===== config.mk =====
export PLATFORM = sky130hd
export DESIGN_NAME = vend_multi_fsm
export DESIGN_NICKNAME = d
export VERILOG_FILES = /design/src/rtl/vend_pkg.sv /design/src/rtl/vend_change_dispenser.sv /design/src/rtl/vend_multi_fsm.sv
export SDC_FILE = /design/constraint.sdc
export NUM_CORES = 1
export LEC_CHECK = 0
export ABC_AREA = 1
export BUFFER_PORTS_ARGS = -buffer_cell sky130_fd_sc_hd__buf_2
export CAP_MARGIN = 30
export CORE_MARGIN = 2
export CORE_UTILIZATION = 50
export DETAILED_ROUTE_END_ITERATION = 7
export PLACE_DENSITY = 0.7
export SYNTH_ARGS = -nofsm -noshare
export SYNTH_HDL_FRONTEND = slang
export SYNTH_SLANG_ARGS = --single-unit

===== constraint.sdc =====
create_clock -name clock -period 4.06 [get_ports clock]
set_input_delay 0.203 -clock clock [delete_from_list [all_inputs] [get_ports clock]]
set_output_delay 0.203 -clock clock [all_outputs]
set_load 0.01 [all_outputs]

===== src/rtl/vend_pkg.sv =====
// Shared definitions for the multi-item vending controller:
// coin codes (5-cent units), FSM state encoding and coin value decode.
package vend_pkg;

  localparam int unsigned COIN_W = 3;

  localparam logic [COIN_W-1:0] NICKEL      = 3'd1;
  localparam logic [COIN_W-1:0] DIME        = 3'd2;
  localparam logic [COIN_W-1:0] NICKEL_DIME = 3'd3;
  localparam logic [COIN_W-1:0] DIME_DIME   = 3'd4;
  localparam logic [COIN_W-1:0] QUARTER     = 3'd5;

  typedef enum logic [2:0] {
    IDLE   = 3'd0,
    CREDIT = 3'd1,
    VEND   = 3'd2,
    CHANGE = 3'd3
  } state_e;

  // Value in 5-cent units; the code is its own value, invalid codes give 0.
  function automatic logic [COIN_W-1:0] coin_value(input logic [COIN_W-1:0] code);
    case (code)
      NICKEL, DIME, NICKEL_DIME, DIME_DIME, QUARTER: coin_value = code;
      default:                                       coin_value = 3'd0;
    endcase
  endfunction

endpackage


===== src/rtl/vend_change_dispenser.sv =====
// Greedy change selector: picks the largest hopper coin (QUARTER, DIME,
// NICKEL) not exceeding the remaining credit.
// Ports: remaining (credit still owed), coin_c (coin code to pay out this
// cycle, 0 when nothing owed), amount_c (units to subtract from credit).
module vend_change_dispenser
  import vend_pkg::*;
#(
  parameter int unsigned CREDIT_W = 6
) (
  input  logic [CREDIT_W-1:0] remaining,
  output logic [COIN_W-1:0]   coin_c,
  output logic [CREDIT_W-1:0] amount_c
);

  always_comb begin
    coin_c   = '0;
    amount_c = '0;
    if (remaining >= CREDIT_W'(5)) begin
      coin_c   = QUARTER;
      amount_c = CREDIT_W'(5);
    end else if (remaining >= CREDIT_W'(2)) begin
      coin_c   = DIME;
      amount_c = CREDIT_W'(2);
    end else if (remaining != '0) begin
      coin_c   = NICKEL;
      amount_c = CREDIT_W'(1);
    end
  end

endmodule


===== src/rtl/vend_multi_fsm.sv =====
// Multi-item vending controller: credit accumulation up to a cap, per-item
// prices and stock, cancel/refund and serial greedy change payout.
// Ports: clock/reset (sync, active-high); coin, select_valid/select, cancel,
// restock inputs; registered vend/vend_item, state, credit, coin_out,
// coin_reject, sel_reject; sold_out decoded from the stock registers.
// Build option: VEND_TIMEOUT_EN adds an idle counter that auto-refunds
// credit after TIMEOUT_CYC idle CREDIT cycles.
module vend_multi_fsm
  import vend_pkg::*;
#(
  parameter int unsigned NUM_ITEMS   = 4,
  parameter int unsigned CREDIT_W    = 6,
  parameter int unsigned MAX_CREDIT  = 40,
  parameter logic [NUM_ITEMS*CREDIT_W-1:0] ITEM_PRICE = {6'd10, 6'd7, 6'd3, 6'd5},
  parameter int unsigned STOCK_W     = 4,
  parameter int unsigned STOCK_INIT  = 8,
  parameter int unsigned TIMEOUT_CYC = 64,
  localparam int unsigned ITEM_W     = (NUM_ITEMS > 1) ? $clog2(NUM_ITEMS) : 1
) (
  input  logic                 clock,
  input  logic                 reset,
  input  logic [COIN_W-1:0]    coin,
  input  logic                 select_valid,
  input  logic [ITEM_W-1:0]    select,
  input  logic                 cancel,
  input  logic                 restock,
  output logic                 vend,
  output logic [ITEM_W-1:0]    vend_item,
  output logic [2:0]           state,
  output logic [CREDIT_W-1:0]  credit,
  output logic [COIN_W-1:0]    coin_out,
  output logic                 coin_reject,
  output logic                 sel_reject,
  output logic [NUM_ITEMS-1:0] sold_out
);

  // Elaboration-time parameter sanity.
  if (TIMEOUT_CYC < 1) begin : g_bad_timeout
    $error("vend_multi_fsm: TIMEOUT_CYC must be at least 1");
  end
  if (MAX_CREDIT >= (1 << CREDIT_W)) begin : g_bad_cap
    $error("vend_multi_fsm: MAX_CREDIT must fit in CREDIT_W bits");
  end

  state_e              state_q, state_d;
  logic [CREDIT_W-1:0] credit_d;
  logic [STOCK_W-1:0]  stock_q [NUM_ITEMS];
  logic [STOCK_W-1:0]  stock_d [NUM_ITEMS];
  logic                vend_d, coin_reject_d, sel_reject_d;
  logic [ITEM_W-1:0]   vend_item_d;
  logic [COIN_W-1:0]   coin_out_d;

  logic [COIN_W-1:0]   coin_val_c, coin_add_c, chg_coin_c;
  logic [CREDIT_W:0]   coin_sum_c;
  logic                coin_ok_c, item_ok_c, item_sold_c, timeout_c;
  logic [CREDIT_W-1:0] price_c, chg_amt_c;

  vend_change_dispenser #(.CREDIT_W(CREDIT_W)) u_change (
    .remaining (credit),
    .coin_c    (chg_coin_c),
    .amount_c  (chg_amt_c)
  );

  // Stock-empty flags straight from the stock registers.
  always_comb begin
    for (int unsigned i = 0; i < NUM_ITEMS; i++) sold_out[i] = (stock_q[i] == '0);
  end

  // Coin acceptance: sum is one bit wider so the cap compare cannot wrap.
  always_comb begin
    coin_val_c = coin_value(coin);
    coin_sum_c = {1'b0, credit} + (CREDIT_W+1)'(coin_val_c);
    coin_ok_c  = (coin_val_c != '0) && (coin_sum_c <= (CREDIT_W+1)'(MAX_CREDIT));
    coin_add_c = coin_ok_c ? coin_val_c : '0;
  end

  // Price and stock lookup for the requested item.
  always_comb begin
    price_c     = '0;
    item_sold_c = 1'b0;
    item_ok_c   = (32'(select) < NUM_ITEMS);
    for (int unsigned i = 0; i < NUM_ITEMS; i++) begin
      if (select == ITEM_W'(i)) begin
        price_c     = ITEM_PRICE[i*CREDIT_W +: CREDIT_W];
        item_sold_c = sold_out[i];
      end
    end
  end

`ifdef VEND_TIMEOUT_EN
  localparam int unsigned TMO_W = $clog2(TIMEOUT_CYC + 1);
  logic [TMO_W-1:0] tmo_q, tmo_d;

  // Counts idle CREDIT cycles; the last idle cycle triggers the refund.
  always_comb begin
    tmo_d = '0;
    if (state_q == CREDIT && !(coin_ok_c || select_valid)) tmo_d = tmo_q + TMO_W'(1);
  end

  always_ff @(posedge clock) begin
    if (reset) tmo_q <= '0;
    else       tmo_q <= tmo_d;
  end

  assign timeout_c = (state_q == CREDIT) && !(coin_ok_c || select_valid) &&
                     (tmo_q == TMO_W'(TIMEOUT_CYC - 1));
`else
  // Without the timeout, credit is held until select or cancel.
  assign timeout_c = 1'b0;
`endif

  // Next-state and registered-output logic.
  always_comb begin
    state_d       = state_q;
    credit_d      = credit;
    stock_d       = stock_q;
    vend_d        = 1'b0;
    vend_item_d   = '0;
    coin_out_d    = '0;
    coin_reject_d = 1'b0;
    sel_reject_d  = 1'b0;

    case (state_q)
      IDLE: begin
        if (restock) begin
          for (int unsigned i = 0; i < NUM_ITEMS; i++) stock_d[i] = STOCK_W'(STOCK_INIT);
        end
        if (coin_ok_c) begin
          credit_d = credit + CREDIT_W'(coin_add_c);
          state_d  = CREDIT;
        end else if (coin != '0) begin
          coin_reject_d = 1'b1;
        end
      end

      CREDIT: begin
        if (cancel || timeout_c) begin
          state_d       = CHANGE;
          coin_reject_d = (coin != '0);
        end else begin
          coin_reject_d = (coin != '0) && !coin_ok_c;
          credit_d      = credit + CREDIT_W'(coin_add_c);
          if (select_valid) begin
            // Affordability is judged on credit before this cycle's coin.
            if (!item_ok_c || item_sold_c || (credit < price_c)) begin
              sel_reject_d = 1'b1;
            end else begin
              for (int unsigned i = 0; i < NUM_ITEMS; i++) begin
                if (select == ITEM_W'(i)) stock_d[i] = stock_q[i] - STOCK_W'(1);
              end
              credit_d    = credit + CREDIT_W'(coin_add_c) - price_c;
              vend_d      = 1'b1;
              vend_item_d = select;
              state_d     = VEND;
            end
          end
        end
      end

      VEND: begin
        coin_reject_d = (coin != '0);
        state_d       = (credit != '0) ? CHANGE : IDLE;
      end

      CHANGE: begin
        coin_reject_d = (coin != '0);
        if (credit == '0) begin
          state_d = IDLE;
        end else begin
          coin_out_d = chg_coin_c;
          credit_d   = credit - chg_amt_c;
        end
      end

      default: state_d = IDLE;
    endcase
  end

  // State and output registers; reset drops any owed credit.
  always_ff @(posedge clock) begin
    if (reset) begin
      state_q     <= IDLE;
      credit      <= '0;
      vend        <= 1'b0;
      vend_item   <= '0;
      coin_out    <= '0;
      coin_reject <= 1'b0;
      sel_reject  <= 1'b0;
      for (int unsigned i = 0; i < NUM_ITEMS; i++) stock_q[i] <= STOCK_W'(STOCK_INIT);
    end else begin
      state_q     <= state_d;
      credit      <= credit_d;
      vend        <= vend_d;
      vend_item   <= vend_item_d;
      coin_out    <= coin_out_d;
      coin_reject <= coin_reject_d;
      sel_reject  <= sel_reject_d;
      stock_q     <= stock_d;
    end
  end

  assign state = state_q;

endmodule


Yosys cells after proc, flatten, opt, wreduce, memory -nomap -nowiden
Index checks and enable logic that the tools add are counted.
{ "totals": {"reg_bits": 33, "latchBits": 0, "ramBits": 0, "rom_bits": 0, "inputBits": 10, "out_inout_bits": 21, "word_cells": 123, "mem_count": 0} }
{ "classes": {"n_addsub": 8, "mul": 0, "div_mod_pow": 0, "order_cmp": 4, "eq_ne": 24, "shifts": 0, "muxes": 44, "n_bitwise": 3, "n_reduce_logical": 28} }
{ "ops": {"columns": ["operator", "n"], "rows": [
  ["16-bit 2-to-1 mux", 4],
  ["6-bit 2-to-1 mux", 10],
  ["16-bit case mux with 2 select lines", 1],
  ["3-bit 2-to-1 mux", 10],
  ["6-bit AND reduction", 4],
  ["2-bit inequality test (second input constant)", 11],
  ["6-bit case mux with 3 select lines", 1],
  ["4-bit zero test", 4],
  ["4-bit 2-to-1 mux", 4],
  ["4-bit by 1-bit subtractor with 4-bit output (second input constant)", 4],
  ["3-bit by 2-bit equality test with 1-bit output (second input constant)", 4],
  ["3-bit case mux with 4 select lines", 1],
  ["6-bit subtractor", 2],
  ["1-bit 2-to-1 mux", 11],
  ["5-bit OR reduction", 2],
  ["3-bit nonzero test", 3],
  ["4-bit AND reduction", 2],
  ["4-bit OR reduction", 2],
  ["6-bit by 3-bit adder with 7-bit output", 1],
  ["7-bit by 6-bit less-or-equal comparator with 1-bit output (second input constant)", 1],
  ["6-bit by 3-bit adder with 6-bit output", 1],
  ["3-bit by 1-bit equality test with 1-bit output (second input constant)", 2],
  ["3-bit equality test (second input constant)", 2],
  ["6-bit by 2-bit greater-or-equal comparator with 1-bit output (second input constant)", 1],
  ["18 further kinds", 23]
]} }

Depth between registers and ports, before layout
{ "depth": {"ltp_word": 13, "ltp_mapped": 35, "ltp_nobuf": 35} }

Hierarchy
Synthesis repeated with hierarchy kept, for this count alone.
{ "unflattened": {"hier_cells": 438, "area_unflattened_um2": 2842.7} }
{ "modules_own_cells": {"columns": ["mod", "n_inst", "cells_each", "area_each_um2", "seq_area_each_um2"], "rows": [
  ["vend_multi_fsm", 1, 421, 2742.6, 640.6],
  ["vend_change_dispenser", 1, 17, 100.1, 0.0]
]} }

Worst setup path after synthesis
No wires, ideal clock.
{ "synth_timing": {"path_kind": "in2reg", "from": "input coin[2]", "to": "register credit[3]", "setup_ps": 113, "t_arrival_ps": 3625, "required_time_ps": 3947, "setup_slack_ps": 322, "stages": 26, "path_buffers": 0, "cell_sequence": "inv_1 -> nand2_1 -> inv_1 -> a21oi_1 -> nand2_1 -> inv_1 -> ha_1 -> fa_1 -> nor2_1 -> nand3_2 -> nor2_2 -> nand2_1 -> nand2_2 -> nand2_4 -> nor3_1 -> fa_1 -> ha_1 -> inv_1 -> nor2_1 -> o21ai_0 -> nand2_1 -> xor2_1 -> o21ai_0 -> nand2_1 -> nor2_1 -> nor2_1"} }
{ "synth_via": {"elab_chain_len": 13, "word_cells_on_any_way": 21, "classes_between": "add/sub: 3; order compare: 1; eq/ne: 6; mux: 7; reduce/logical: 4"} }
{ "synth_rtl": {"columns": ["element", "line_no", "text"], "rows": [
  ["start: declaration", "vend_multi_fsm.sv:22", "input logic [COIN_W-1:0] coin,"],
  ["3-bit by 1-bit equality test with 1-bit output, or another cell as far along", "vend_pkg.sv:22", "case (code)"],
  ["5-bit OR reduction", "vend_pkg.sv:22", null],
  ["3-bit 2-to-1 mux (*)", "vend_pkg.sv:22", null],
  ["6-bit by 3-bit adder with 7-bit output", "vend_multi_fsm.sv:72", "coin_sum_c = {1'b0, credit} + (CREDIT_W+1)'(coin_val_c);"],
  ["7-bit by 6-bit less-or-equal comparator with 1-bit output", "vend_multi_fsm.sv:73", "coin_ok_c = (coin_val_c != '0) && (coin_sum_c <= (CREDIT_W+1)'(MAX_CREDIT));"],
  ["1-bit logical AND", "vend_multi_fsm.sv:73", null],
  ["3-bit 2-to-1 mux", "vend_multi_fsm.sv:74", "coin_add_c = coin_ok_c ? coin_val_c : '0;"],
  ["6-bit by 3-bit adder with 6-bit output", "vend_multi_fsm.sv:129, vend_multi_fsm.sv:142, vend_multi_fsm.sv:151", null],
  ["6-bit subtractor", "vend_multi_fsm.sv:151", "credit_d = credit + CREDIT_W'(coin_add_c) - price_c;"],
  ["6-bit 2-to-1 mux", "vend_multi_fsm.sv:145", "if (!item_ok_c || item_sold_c || (credit < price_c)) begin"],
  ["6-bit 2-to-1 mux", "vend_multi_fsm.sv:143", "if (select_valid) begin"],
  ["6-bit 2-to-1 mux", "vend_multi_fsm.sv:137", "if (cancel || timeout_c) begin"],
  ["6-bit case mux with 3 select lines", "vend_multi_fsm.sv:123", "case (state_q)"],
  ["end signal: assignment", "vend_multi_fsm.sv:192", "credit <= credit_d;"],
  ["end: declaration", "vend_multi_fsm.sv:30", "output logic [CREDIT_W-1:0] credit,"]
]} }
Mark *: on every way between the ends. The rest lies on a longest branch, timed or not. The select of a mux whose other input is x is not followed.
A chain may end at the register's enable or synchronous reset.

Worst setup path in the final report
Same ends and word-level chain as after synthesis.

==> out/results.tsv <==
metric	value	unit
status	completed	
multi_input_area	0.00185	sq mm
irDropWorstVdd	0.000333	V
finalCritPeriodShare	93.8	%
cts_tree	built	
hold_viol	0	
grt-ovfl-total	0	
ys_warn_count	0	
grt_max_degree	17	
core	0.00544	sq mm
wirelength	6970	um
place_congestion	0.858	
holdBufCountCts	0	
fill_cells	528	
slew_headroom	56.5	%
drv_cap	0	
synth_cells	435	
cellPowerDensity	728	mW/mm^2
p_leak	1.70	nW
critPathLaunchType	input port	
avgSynthCellArea	6.36	sq um
async_reset_ff_share	0	%
vias_per_cell	5.10	
crit_slowest_cell	fa_2	
drive_gt1_share	20.6	%
maxSlewViolCount	0	
synth.distinct_cells	36	
synth_edf_count	0	
grt_pass1_vias	2554	
layout_min_cycle_time	3810	ps
r2r_end	credit[3]$_SDFFE_PP0P_	
place_inst	542	
portBuffers	29	
setup_ws	252	ps
wire_per_inst	12.6	um
ys_seq_area_share	23.2	%
antenna_found_initial	0	
cts.sinks	32	
fin_cells	552	
ys_seq_elements	32	
fp.dieW	78.4	um
dp_hpwl	5450	um
final_cell_mix	nand2_1, inv_1, nor2_1	
holdCritPathClass	in -> reg	
finalPower	2.33	mW
fin_skew	2.93	ps
fin_nets	516	
critPathMaxStageDelay	500	ps
path_max_fanout	4	
synth_area	0.00277	sq mm
holdPathEnd	state[0]$_SDFFE_PP0P_	
drc	0	
cp.arrival	4000	ps
synth_flop_cell	dfxtp_1	
final_common_cell	nand2_1	
first_pass_iters	4	
syn_nets	472	
required	4250	ps
ios	31	
hold_path_depth	2	
start_util	50.9	%
rrSetupSlack	360	ps
vias	2816	
max_clock_freq	263	MHz
place_ws	-62.2	ps
setup_tns	0	ps
antennaDiodeCount	0	
reg2reg_from	credit[0]$_SDFFE_PP0P_	
path_class	in -> reg	
cts_max_level	2	
dieHeight	78.4	um
numCtsBuffers	5	
crit_path_end_kind	flip-flop	
grtUsageTotal	23.7	%
min_from	reset	
seq_area	641	sq um
rr_worst_depth	25	
clockBufferDepth	2	
worstSkewPairLatency	290	ps
dieArea	0.00614	sq mm
drtIter0Drc	101	
rows	27	
grt_pass1_wl	11600	um
clk_pin_slew_worst_paths	60	ps
final_antenna_net_count	0	
setup_viol	0	
worst_pin_slew	645	ps
cts-root-buf	clkbuf_8	
areaGrowthSynthToFinish	15.7	%
## cell usage after synthesis (2+ instances only)
master	n	share of area, %
nand2_1	103	14
inv_1	63	8.5
nor2_1	56	7.6
nand3_1	43	7.8
dfxtp_1	32	23
ha_1	23	10
a21oi_1	20	3.6
o21ai_0	13	2.4
inv_2	11	1.5
o21ai_1	8	1.4
nand2_2	7	1.6
xor2_1	6	1.9
buf_2	4	0.72
fa_1	4	2.9
nand2_4	4	1.6
nand4_1	4	0.90
o211ai_1	4	1.1
nand3_2	3	1.1
nor3_1	3	0.54
xnor2_1	3	0.95
a21boi_2	2	0.81
a21oi_2	2	0.63
nor2_2	2	0.45
nor4_1	2	0.45
o21bai_1	2	0.54
## worst max-delay path by stage
stage	end	depth (start not counted)	startpoint	slack (ps)
after floorplan	credit[3]$_SDFFE_PP0P_	26	coin[2]	320
after global placement	credit[2]$_SDFFE_PP0P_	29	coin[2]	20
after detailed placement	credit[4]$_SDFFE_PP0P_	31	coin[2]	-60
after CTS	credit[4]$_SDFFE_PP0P_	31	coin[2]	230
after global routing	credit[5]$_SDFFE_PP0P_	32	coin[2]	-60
final	credit[3]$_SDFFE_PP0P_	29	coin[2]	250
## state kept, by name, indices dropped and copies added, names as in the netlist
name	cells
state	2
coin_reject	1
sel_reject	1
vend_item	2
vend	1
stock_q	16
credit	6
coin_out	3
## where the power goes
part / switching, mW / leakage (nW) / total (mW) / internal [mW]
Clock: 0.116 / 0.0455 / 0.254 / 0.138
Sequential: 0.0967 / 0.263 / 0.515 / 0.418
Combinational: 0.984 / 1.39 / 1.56 / 0.579
Total: 1.20 / 1.70 / 2.33 / 1.14
## logic make-up after synthesis
| logic type | share of synthesized area [%] |
|---|---|
| AND/OR/NAND/NOR | 38.1 |
| AO/OA/AOI/OAI | 11.0 |
| adder cells (fa/ha/maj) | 13.3 |
| buffers and inverters | 11.4 |
| other | 0.136 |
| XOR/XNOR | 2.85 |
| flip-flops | 23.2 |
## worst max-delay path, delay by kind of cell
kind | cells | cell delay [ps]
xor+xnor | 1 | 120
buf+inv | 6 | 490
simple gates | 14 | 1170
fa+ha+maj | 5 | 1590
compound gates | 3 | 430
## layer usage
metal  track usage [%]  vias to the layer above  wire length, um
li1                  -                     1470                -
met1              27.5                     1278             3070
met2              42.5                       55             3480
met3              4.71                       13              269
met4              9.65                        0              142
met5                 0                        -                0
## cell type report
| type | instances | area share, % |
|---|---|---|
| Clock buffer | 8 | 2.81 |
| Timing Repair Buffer | 43 | 7.82 |
| Multi-Input combinational cell | 323 | 57.9 |
| Inverter | 74 | 8.68 |
| Sequential cell | 32 | 20.0 |
| Tap cell | 72 | 2.81 |
## what timing repair did
action	in CTS	in global routing
endpoints found under the hold margin	0	0
setup buffers	0	2
setup endpoints to repair	0	4
resized for setup	0	14
## metrics by stage
step / util (%) / area, sq um / hold slack, ps
floorplan: - / 2770 / 272
global placement: 56.1 / 3050 / 426
detailed placement: 56.1 / 3050 / 425
CTS: 57.8 / 3140 / 115
global route: 58.9 / 3200 / 131
finish: 58.9 / 3200 / 119
No activity file was read; power rests on OpenSTA's default activity.
